$ cat src/rtl/divider_pkg.sv
// Shared widths, iteration count and state encoding for the restoring divider.
package divider_pkg;
    localparam int unsigned A_W   = 32;
    localparam int unsigned B_W   = 16;
    localparam int unsigned R_W   = B_W + 1;
    localparam int unsigned ITERS = 32;
    localparam int unsigned CNT_W = 6;

    typedef enum logic [1:0] {
        S_IDLE = 2'd0,
        S_LOAD = 2'd1,
        S_ITER = 2'd2,
        S_DONE = 2'd3
    } state_t;
endpackage

$ cat src/rtl/divider_step.sv
// One combinational restoring-division step: shift in a dividend bit, trial-subtract the divisor.
module divider_step
    import divider_pkg::*;
(
    input  logic [R_W-1:0] r_in,
    input  logic [A_W-1:0] a_in,
    input  logic [B_W-1:0] b,
    output logic [R_W-1:0] r_out,
    output logic [A_W-1:0] a_out
);
    localparam int unsigned WIDE_W = R_W + 1;

    logic [WIDE_W-1:0] wide;
    logic              fits;

    // Compare one bit wider so no partial-remainder bit is dropped before the trial subtract.
    always_comb begin
        wide  = {r_in, a_in[A_W-1]};
        fits  = (wide >= WIDE_W'(b));
        r_out = fits ? R_W'(wide - WIDE_W'(b)) : R_W'(wide);
        a_out = {a_in[A_W-2:0], fits};
    end
endmodule

$ cat src/rtl/divider.sv
// 32/16 unsigned restoring divider, one quotient bit per cycle, result held on done for HOLD_CYCLES.
// Optional divide-by-zero short cut and div_zero flag: define DIVIDER_DIV_ZERO_DETECT_EN.
module divider
    import divider_pkg::*;
#(
    parameter int unsigned HOLD_CYCLES = 30
) (
    input  logic           clk,
    input  logic           resetn,
    input  logic           init,
    output logic           done,
    output logic           busy,
    input  logic [A_W-1:0] op_A,
    input  logic [B_W-1:0] op_B,
    output logic [A_W-1:0] quotient,
`ifdef DIVIDER_DIV_ZERO_DETECT_EN
    output logic           div_zero,
`endif
    output logic [B_W-1:0] remainder
);
    localparam int unsigned HOLD_W = (HOLD_CYCLES > 1) ? $clog2(HOLD_CYCLES) : 1;

    state_t            state;
    logic [A_W-1:0]    a_reg;
    logic [B_W-1:0]    b_reg;
    logic [R_W-1:0]    r_reg;
    logic [CNT_W-1:0]  cnt;
    logic [HOLD_W-1:0] hold_cnt;
    logic [A_W-1:0]    a_next;
    logic [R_W-1:0]    r_next;

    divider_step u_step (
        .r_in  (r_reg),
        .a_in  (a_reg),
        .b     (b_reg),
        .r_out (r_next),
        .a_out (a_next)
    );

    always_ff @(posedge clk) begin
        if (!resetn) begin
            state     <= S_IDLE;
            done      <= 1'b0;
            busy      <= 1'b0;
            quotient  <= '0;
            remainder <= '0;
            a_reg     <= '0;
            b_reg     <= '0;
            r_reg     <= '0;
            cnt       <= '0;
            hold_cnt  <= '0;
`ifdef DIVIDER_DIV_ZERO_DETECT_EN
            div_zero  <= 1'b0;
`endif
        end else begin
            case (state)
                S_IDLE: begin
                    if (init) begin
                        state <= S_LOAD;
                        busy  <= 1'b1;
                    end
                end
                S_LOAD: begin
                    a_reg <= op_A;
                    b_reg <= op_B;
                    r_reg <= '0;
                    cnt   <= '0;
                    state <= S_ITER;
`ifdef DIVIDER_DIV_ZERO_DETECT_EN
                    div_zero <= 1'b0;
                    // Zero divisor skips the iterations and reports the saturated result directly.
                    if (op_B == '0) begin
                        state     <= S_DONE;
                        busy      <= 1'b0;
                        done      <= 1'b1;
                        quotient  <= '1;
                        remainder <= op_A[B_W-1:0];
                        hold_cnt  <= '0;
                        div_zero  <= 1'b1;
                    end
`endif
                end
                S_ITER: begin
                    a_reg <= a_next;
                    r_reg <= r_next;
                    cnt   <= cnt + CNT_W'(1);
                    if (cnt == CNT_W'(ITERS - 1)) begin
                        state     <= S_DONE;
                        busy      <= 1'b0;
                        done      <= 1'b1;
                        quotient  <= a_next;
                        remainder <= r_next[B_W-1:0];
                        hold_cnt  <= '0;
                    end
                end
                S_DONE: begin
                    if (hold_cnt == HOLD_W'(HOLD_CYCLES - 1)) begin
                        state <= S_IDLE;
                        done  <= 1'b0;
                    end else begin
                        hold_cnt <= hold_cnt + HOLD_W'(1);
                    end
                end
                default: begin
                    state <= S_IDLE;
                    done  <= 1'b0;
                    busy  <= 1'b0;
                end
            endcase
        end
    end

`ifdef BENCH
    string state_name;

    always_comb begin
        case (state)
            S_IDLE:  state_name = "IDLE";
            S_LOAD:  state_name = "LOAD";
            S_ITER:  state_name = "ITER";
            S_DONE:  state_name = "DONE";
            default: state_name = "????";
        endcase
    end
`endif
endmodule

$ cat config.mk
export PLATFORM = sky130hd
export DESIGN_NAME = divider
export DESIGN_NICKNAME = d
export VERILOG_FILES = /design/src/rtl/divider_pkg.sv /design/src/rtl/divider_step.sv /design/src/rtl/divider.sv
export SDC_FILE = /design/constraint.sdc
export NUM_CORES = 1
export LEC_CHECK = 0
export ABC_AREA = 1
export ABC_CLOCK_PERIOD_IN_PS = 2850
export CAP_MARGIN = 30
export CORE_ASPECT_RATIO = 0.8
export CORE_MARGIN = 1.5
export CORE_UTILIZATION = 35
export CTS_CLUSTER_SIZE = 25
export DETAILED_ROUTE_END_ITERATION = 8
export DONT_BUFFER_PORTS = 1
export HOLD_SLACK_MARGIN = 0.02
export SYNTH_ARGS = -nofsm -noshare
export SYNTH_HDL_FRONTEND = slang
export SYNTH_SLANG_ARGS = --single-unit
$ cat constraint.sdc
create_clock -name clk -period 2.85 [get_ports clk]
set_input_delay 0.855 -clock clk [delete_from_list [all_inputs] [get_ports clk]]
set_output_delay 0.855 -clock clk [all_outputs]
set_load 0.1 [all_outputs]
==> flow_summary.json, run 1 <==
{
  "tightest_slew_ps": 894.2,
  "hold_depth": 2,
  "gr-total-overflow": 0,
  "reg2regPathDepth": 12,
  "end_kind": "flip-flop",
  "postCtsSetupBuffers": 0,
  "die_y_um": 125.7,
  "antenna_cells": 0,
  "vias_per_cell": 4.759,
  "yosys-top-cells-area": "dfxtp_1, nand2_1, inv_1",
  "clkPwrFrac_pct": 25.5,
  "ant_nets": 0,
  "wl_met2_um": 7399,
  "p_seq_share_pct": 25.9,
  "max_slew_margin_pct": 40.32,
  "cpMaxStageDelayCell": "fa_1",
  "reg2reg_setup_slack_ps": 540,
  "worstPathRequired_ps": 3160,
  "fin_skew_ps": 5.893,
  "worst-setup-path-type": "reg2reg",
  "highest_layer": "met4",
  "grt_pass1_wl_um": 29100,
  "yosysTopAreaCellShare_pct": 38.90,
  "hold_end": "hold_cnt[4]",
  "seq_area_um2": 2562,
  "fillCellCount": 1927,
  "cts_sinks": 128,
  "die_area_um2": 19660,
  "synth_nets": 1055,
  "htree_levels": 4,
  "finalSetupViolations": 0,
  "fin_crit_sh_pct": 81.14,
  "rsz0062_at_grt": "false",
  "initial_core_util_pct": 36.04,
  "syn_to_final_growth_pct": 18.08,
  "r2r-start": "a_reg[31]",
  "critPathLaunchType": "flip-flop",
  "die_w_um": 156.4,
  "drive_gt1_share_pct": 11.62,
  "power_leakage_nw": 3.727,
  "hpwl_um": 12110,
  "yosysWarnings": 0,
  "final_nets": 1088,
  "maxSlewViolCount": 0,
  "crit_path_max_fanout": 19,
  "drc_errors": 0,
  "clockRootBuffer": "clkbuf_16",
  "place_congestion": 0.8878,
  "synth_cells": 980,
  "cp_data_arrival_time_ps": 2630,
  "grt_util_all_layers_pct": 18.69,
  "critPathTopFamily": "simple AND/OR/NAND/NOR gates",
  "finalHoldViolations": 0,
  "crit_top_cell": "inv_1",
  "yosysTopAreaCell": "dfxtp_1",
  "routedLengthMet1_um": 8623,
  "finalCriticalPeriod_ps": 2313,
  "antenna_found_initial": 0,
  "grt_max_degree": 74,
  "syn_area_per_cell_um2": 6.722,
  "dr.pass1.iters": 7,
  "clk_latency_ps": 420,
  "drt_first_iter_violations": 386,
  "clockBufferDepth": 2,
  "synth_cell_types": 39,
  "finalPower_w": 0.008734,
  "cts_buffers": 17,
  "worstPathCellList": "inv_1 > ha_1 > inv_1 > fa_1 > nand3_1 > nand3_2 > nand2_4 > nand3_4 > nand2_1 > nand2_1 > o21bai_1 > inv_1",
  "io_pins": 101,
  "outcome": "finished, final reports clean",
  "ys_seq_area_share_pct": 38.90,
  "grt_pass1_vias": 5665,
  "vias": 6077,
  "pwr-share-comb_pct": 48.6,
  "synth_area_um2": 6588,
  "fin_hold_ws_ps": 452.0,
  "critPathMaxStageDelay_ps": 440,
  "p_sw_w": 0.003908,
  "hold_class": "reg2reg",
  "wire_per_inst_um": 13.83,
  "p_int_w": 0.004826,
  "core_um2": 18280,
  "ys_seq_elements": 128,
  "min-delay-start": "hold_cnt[4]",
  "ctsResizeCount": 0,
  "cts_tree": "yes",
  "cap_violations": 0,
  "cts_hold_buf": 0,
  "switching_share_pct": 44.75,
  "wl_um": 17660,
  "multiInputGateArea_um2": 3303,
  "io_buffers": 0,
  "critPathBufInv": 3,
  "clkTransAtPathRegs_ps": 60,
  "r2r-end": "remainder[7]",
  "row_count": 44,
  "power_density_nw_per_um2": 1123,
  "fin_setup_tns_ps": 0,
  "max_freq_ghz": 0.4324,
  "irDropWorstVdd_v": 0.0004980,
  "wl_met3_um": 1323
}
how the worst max path moves through the flow:
stage,start,end,slack (ps),depth (start not counted)
detailed placement,a_reg[31],remainder[9],540,12
global route,b_reg[2],remainder[12],380,13
finish,a_reg[31],remainder[7],540,12
floorplan,a_reg[31],remainder[10],930,13
global placement,a_reg[31],remainder[8],640,12
CTS,a_reg[31],remainder[9],540,12
stage by stage:
| step | util, % | instances | instance area [um2] | setup WS (ps) |
|---|---|---|---|---|
| CTS | 42.56 | 1277 | 7779 | 537.3 |
| global placement | 39.25 | 1247 | 7174 | 637.2 |
| floorplan | - | 980 | 6588 | 926.1 |
| finish | 42.56 | 1277 | 7779 | 537.4 |
| detailed placement | 39.25 | 1247 | 7174 | 538.0 |
| global route | 42.56 | 1277 | 7779 | 376.7 |
layout make-up:
type / count / share of cell area [%]
clock buffers: 21 / 6.048
clock inverters: 9 / 1.721
inverters: 139 / 6.707
multi-input cells: 666 / 42.46
flip-flops and latches: 128 / 32.94
well taps: 253 / 4.069
repair buffers: 61 / 6.048
layer usage:
layer | vias up | GRT usage (%)
met5 | - | 0
met4 | 0 | 6.443
met3 | 20 | 5.988
met2 | 154 | 27.42
met1 | 2735 | 25.72
li1 | 3168 | -
power by group through the flow:
| stage | clock network (W) | registers (W) | logic, W |
|---|---|---|---|
| 3_3_place_gp | 0 | 0.00229 | 0.00420 |
| 2_1_floorplan | 0 | 0.00229 | 0.00335 |
| 6_report | 0.00222 | 0.00226 | 0.00425 |
| 5_1_grt | 0.00235 | 0.00230 | 0.00480 |
| 3_5_place_dp | 0 | 0.00230 | 0.00422 |
| 4_1_cts | 0.00227 | 0.00226 | 0.00424 |
logic make-up (layout without fill, tap and decap cells):
logic type | Yosys count | in the layout | share of synthesized area (%)
adders and majority gates | 24 | 24 | 4.672
xor gates and xnor gates | 10 | 10 | 1.330
and+or+nand+nor | 487 | 487 | 31.78
DFF | 128 | 128 | 38.90
buffers and inverters | 186 | 230 | 10.96
AOI/OAI and AO/OA | 145 | 145 | 12.36
cells in the final DEF, fill, tap and decap left out, drive strengths merged:
cell type | Yosys | final
a21oi | 84 | 84
nor4 | 1 | 1
o21a | 4 | 4
bufinv | 0 | 3
o211a | 2 | 2
and2 | 3 | 3
nor3 | 5 | 5
or2 | 1 | 1
buf | 14 | 61
nand3 | 88 | 88
fa | 1 | 1
a21o | 3 | 3
clkinv | 0 | 2
clkbuf | 33 | 21
a211oi | 2 | 2
dfxtp | 128 | 128
nand3b | 2 | 2
xor2 | 9 | 9
nand2 | 337 | 337
nand4 | 21 | 21
clkinvlp | 0 | 4
o21ai | 38 | 38
ha | 23 | 23
xnor2 | 1 | 1
nor2 | 29 | 29
inv | 139 | 139
o21bai | 10 | 10
o211ai | 2 | 2
synth_stat cells:
cell type,number
a211oi_1,2
a21o_1,3
a21oi_1,79
a21oi_2,4
a21oi_4,1
and2_1,3
buf_1,3
buf_2,10
buf_8,1
clkbuf_1,33
dfxtp_1,128
fa_1,1
ha_1,23
inv_1,135
inv_2,4
nand2_1,328
nand2_2,8
nand2_4,1
nand3_1,85
nand3_2,2
nand3_4,1
nand3b_1,2
nand4_1,20
nand4_2,1
nor2_1,25
nor2_2,3
nor2_4,1
nor3_1,4
nor3_2,1
nor4_1,1
o211a_1,2
o211ai_1,2
o21a_1,4
o21ai_0,37
o21ai_1,1
o21bai_1,10
or2_2,1
xnor2_1,1
xor2_1,9
worst register-to-register path: cells and delay by family (launching register included):
kind | cells | cell delay, ps
flip-flops | 1 | 290
buffers and inverters | 3 | 220
AND/OR/NAND/NOR | 6 | 950
adder cells (fa/ha/maj) | 2 | 590
AO/OA/AOI/OAI | 1 | 140
No activity file was read; power rests on OpenSTA's default activity.
==> run 2, diff against run 1 <==
ABC_CLOCK_PERIOD_IN_PS = 1900   (was 2850)
clock period = 1.9 ns   (was 2.85 ns; I/O delays follow)
==> flow_summary.json, run 2 (synthesis results as in run 1) <==
{
  "outcome": "complete, but fails checks",
  "violations": "negative setup slack",
  "finalCriticalPeriod_ps": 1959,
  "drive_gt1_share_pct": 26.19,
  "crit_path_max_fanout": 7,
  "grt_pass1_wl_um": 30660,
  "worst-setup-path-type": "reg2reg",
  "syn_to_final_growth_pct": 35.54,
  "fin_area_um2": 8929,
  "grt_pass1_vias": 6111,
  "cts_sinks": 128,
  "core_um2": 18280,
  "die_y_um": 125.7,
  "io_pins": 101,
  "wl_um": 19150,
  "fin_skew_ps": 10.82,
  "cts_buffers": 17,
  "die_w_um": 156.4,
  "antenna_found_initial": 0,
  "hpwl_um": 12420,
  "end_kind": "flip-flop",
  "cpMaxStageDelayCell": "fa_2",
  "placed_area_um2": 7642,
  "gr-total-overflow": 0,
  "crit_top_cell": "nand3_4",
  "clkTransAtPathRegs_ps": 60,
  "final_common_cell": "nand2_1",
  "maxSlewViolCount": 0,
  "place_congestion": 0.8944,
  "cts_hold_buf": 0,
  "ant_nets": 0,
  "drc_errors": 0,
  "power_density_nw_per_um2": 1872,
  "worstPathCellList": "inv_2 > ha_4 > inv_2 > fa_2 > nand3_4 > nand3_4 > nand2_4 > nand3_4 > buf_12 > nand2_1 > nand2_1 > o21bai_1 > inv_1",
  "fin_crit_sh_pct": 103.1,
  "max_slew_margin_pct": 67.78,
  "fin_hold_ws_ps": 248.5,
  "critPathMaxStageDelay_ps": 390,
  "clockRootBuffer": "clkbuf_16",
  "worstPathRequired_ps": 2220,
  "grt_util_all_layers_pct": 19.67,
  "clk_latency_ps": 430,
  "tightest_slew_ps": 483.4,
  "htree_levels": 4,
  "finalPower_w": 0.01672,
  "dr.pass1.iters": 6,
  "vias_per_cell": 4.814,
  "seq_area_um2": 2565,
  "drt_first_iter_violations": 491,
  "layout_common_cells": "nand2_1, dfxtp_1, inv_1",
  "antenna_cells": 0,
  "place_ws_ps": -172.5,
  "setup_slack_ps": -59.36,
  "power_leakage_nw": 4.189,
  "final_nets": 1150,
  "cap_violations": 0,
  "finalHoldViolations": 0,
  "critPathLaunchType": "flip-flop",
  "cts_tree": "yes",
  "max_freq_ghz": 0.5104,
  "clockBufferDepth": 2,
  "io_buffers": 0,
  "die_area_um2": 19660,
  "row_count": 44,
  "initial_core_util_pct": 36.04,
  "wire_per_inst_um": 14.28,
  "grt_max_degree": 74,
  "rsz0062_at_grt": "true",
  "cp_data_arrival_time_ps": 2270,
  "hold_class": "in2reg",
  "finalSetupViolations": 24,
  "fillCellCount": 1817,
  "multiInputGateArea_um2": 3869,
  "vias": 6456,
  "irDropWorstVdd_v": 0.001251
}
run 2: changes by cell type in the layout (fill, tap and decap cells not counted), moves of 7 or more:
cell     before  now
ha_4          0   16
inv_2         5   14
a21oi_2       4   14
buf_4        60  113
nand3_1      85   78
ha_1         23    7
nand2_1     328  282
nand2_2       8   36
a21oi_1      79   68
inv_1       134  125
nand2_4       1   18
nor2_1       25   18
run 2: repair_timing:
action | in CTS | in global routing
resized for setup | 51 | 83
cloned | 1 | 0
pin swaps | 11 | 29
setup buffers | 3 | 2
setup endpoints to repair | 35 | 36
run 2: final cells by class:
type | instances | area share (%)
Multi-Input combinational cell | 666 | 43.33
Timing Repair Buffer | 123 | 11.63
Clock inverter | 14 | 2.004
Sequential cell | 128 | 28.73
Inverter | 139 | 5.844
Tap cell | 253 | 3.545
Clock buffer | 18 | 4.919
run 2: through the flow:
stage	setup TNS, ps	std cells	util, %
finish	-688.3	1341	48.85
global route	-4219	1341	48.85
CTS	-172.5	1339	46.89
detailed placement	-3673	1304	41.81
global placement	-1763	1304	41.81
floorplan	0	980	-
run 2: path summary, 6_finish.rpt:
check	from	endpoint	slack, ps	depth (start not counted)
setup / recovery	a_reg[31]	remainder[14]	-60	13
hold / removal	resetn	a_reg[25]	250	2
setup reg to reg	a_reg[31]	remainder[14]	-60	13
hold reg to reg	hold_cnt[4]	hold_cnt[4]	450	2
run 2: critical path: cells and delay by family (launching register included):
family / cells / cell delay (ps)
AOI/OAI and AO/OA: 1 / 120
and+or+nand+nor: 6 / 540
buffers and inverters: 4 / 350
adders and majority gates: 2 / 520
DFF: 1 / 310
run 2: per-layer routing:
layer,part of all wire [%],vias up,GRT usage [%]
li1,-,3300,-
met1,48,2941,26.85
met2,44,189,30.51
met3,6.7,26,5.265
met4,1.4,0,5.490
met5,0,-,0
run 2: report_power, final:
group	leakage (nW)	switching (W)	internal [W]
logic	2.84	0.00595	0.00392
clock network	0.306	0.00132	0.00212
registers	1.04	0.000283	0.00312
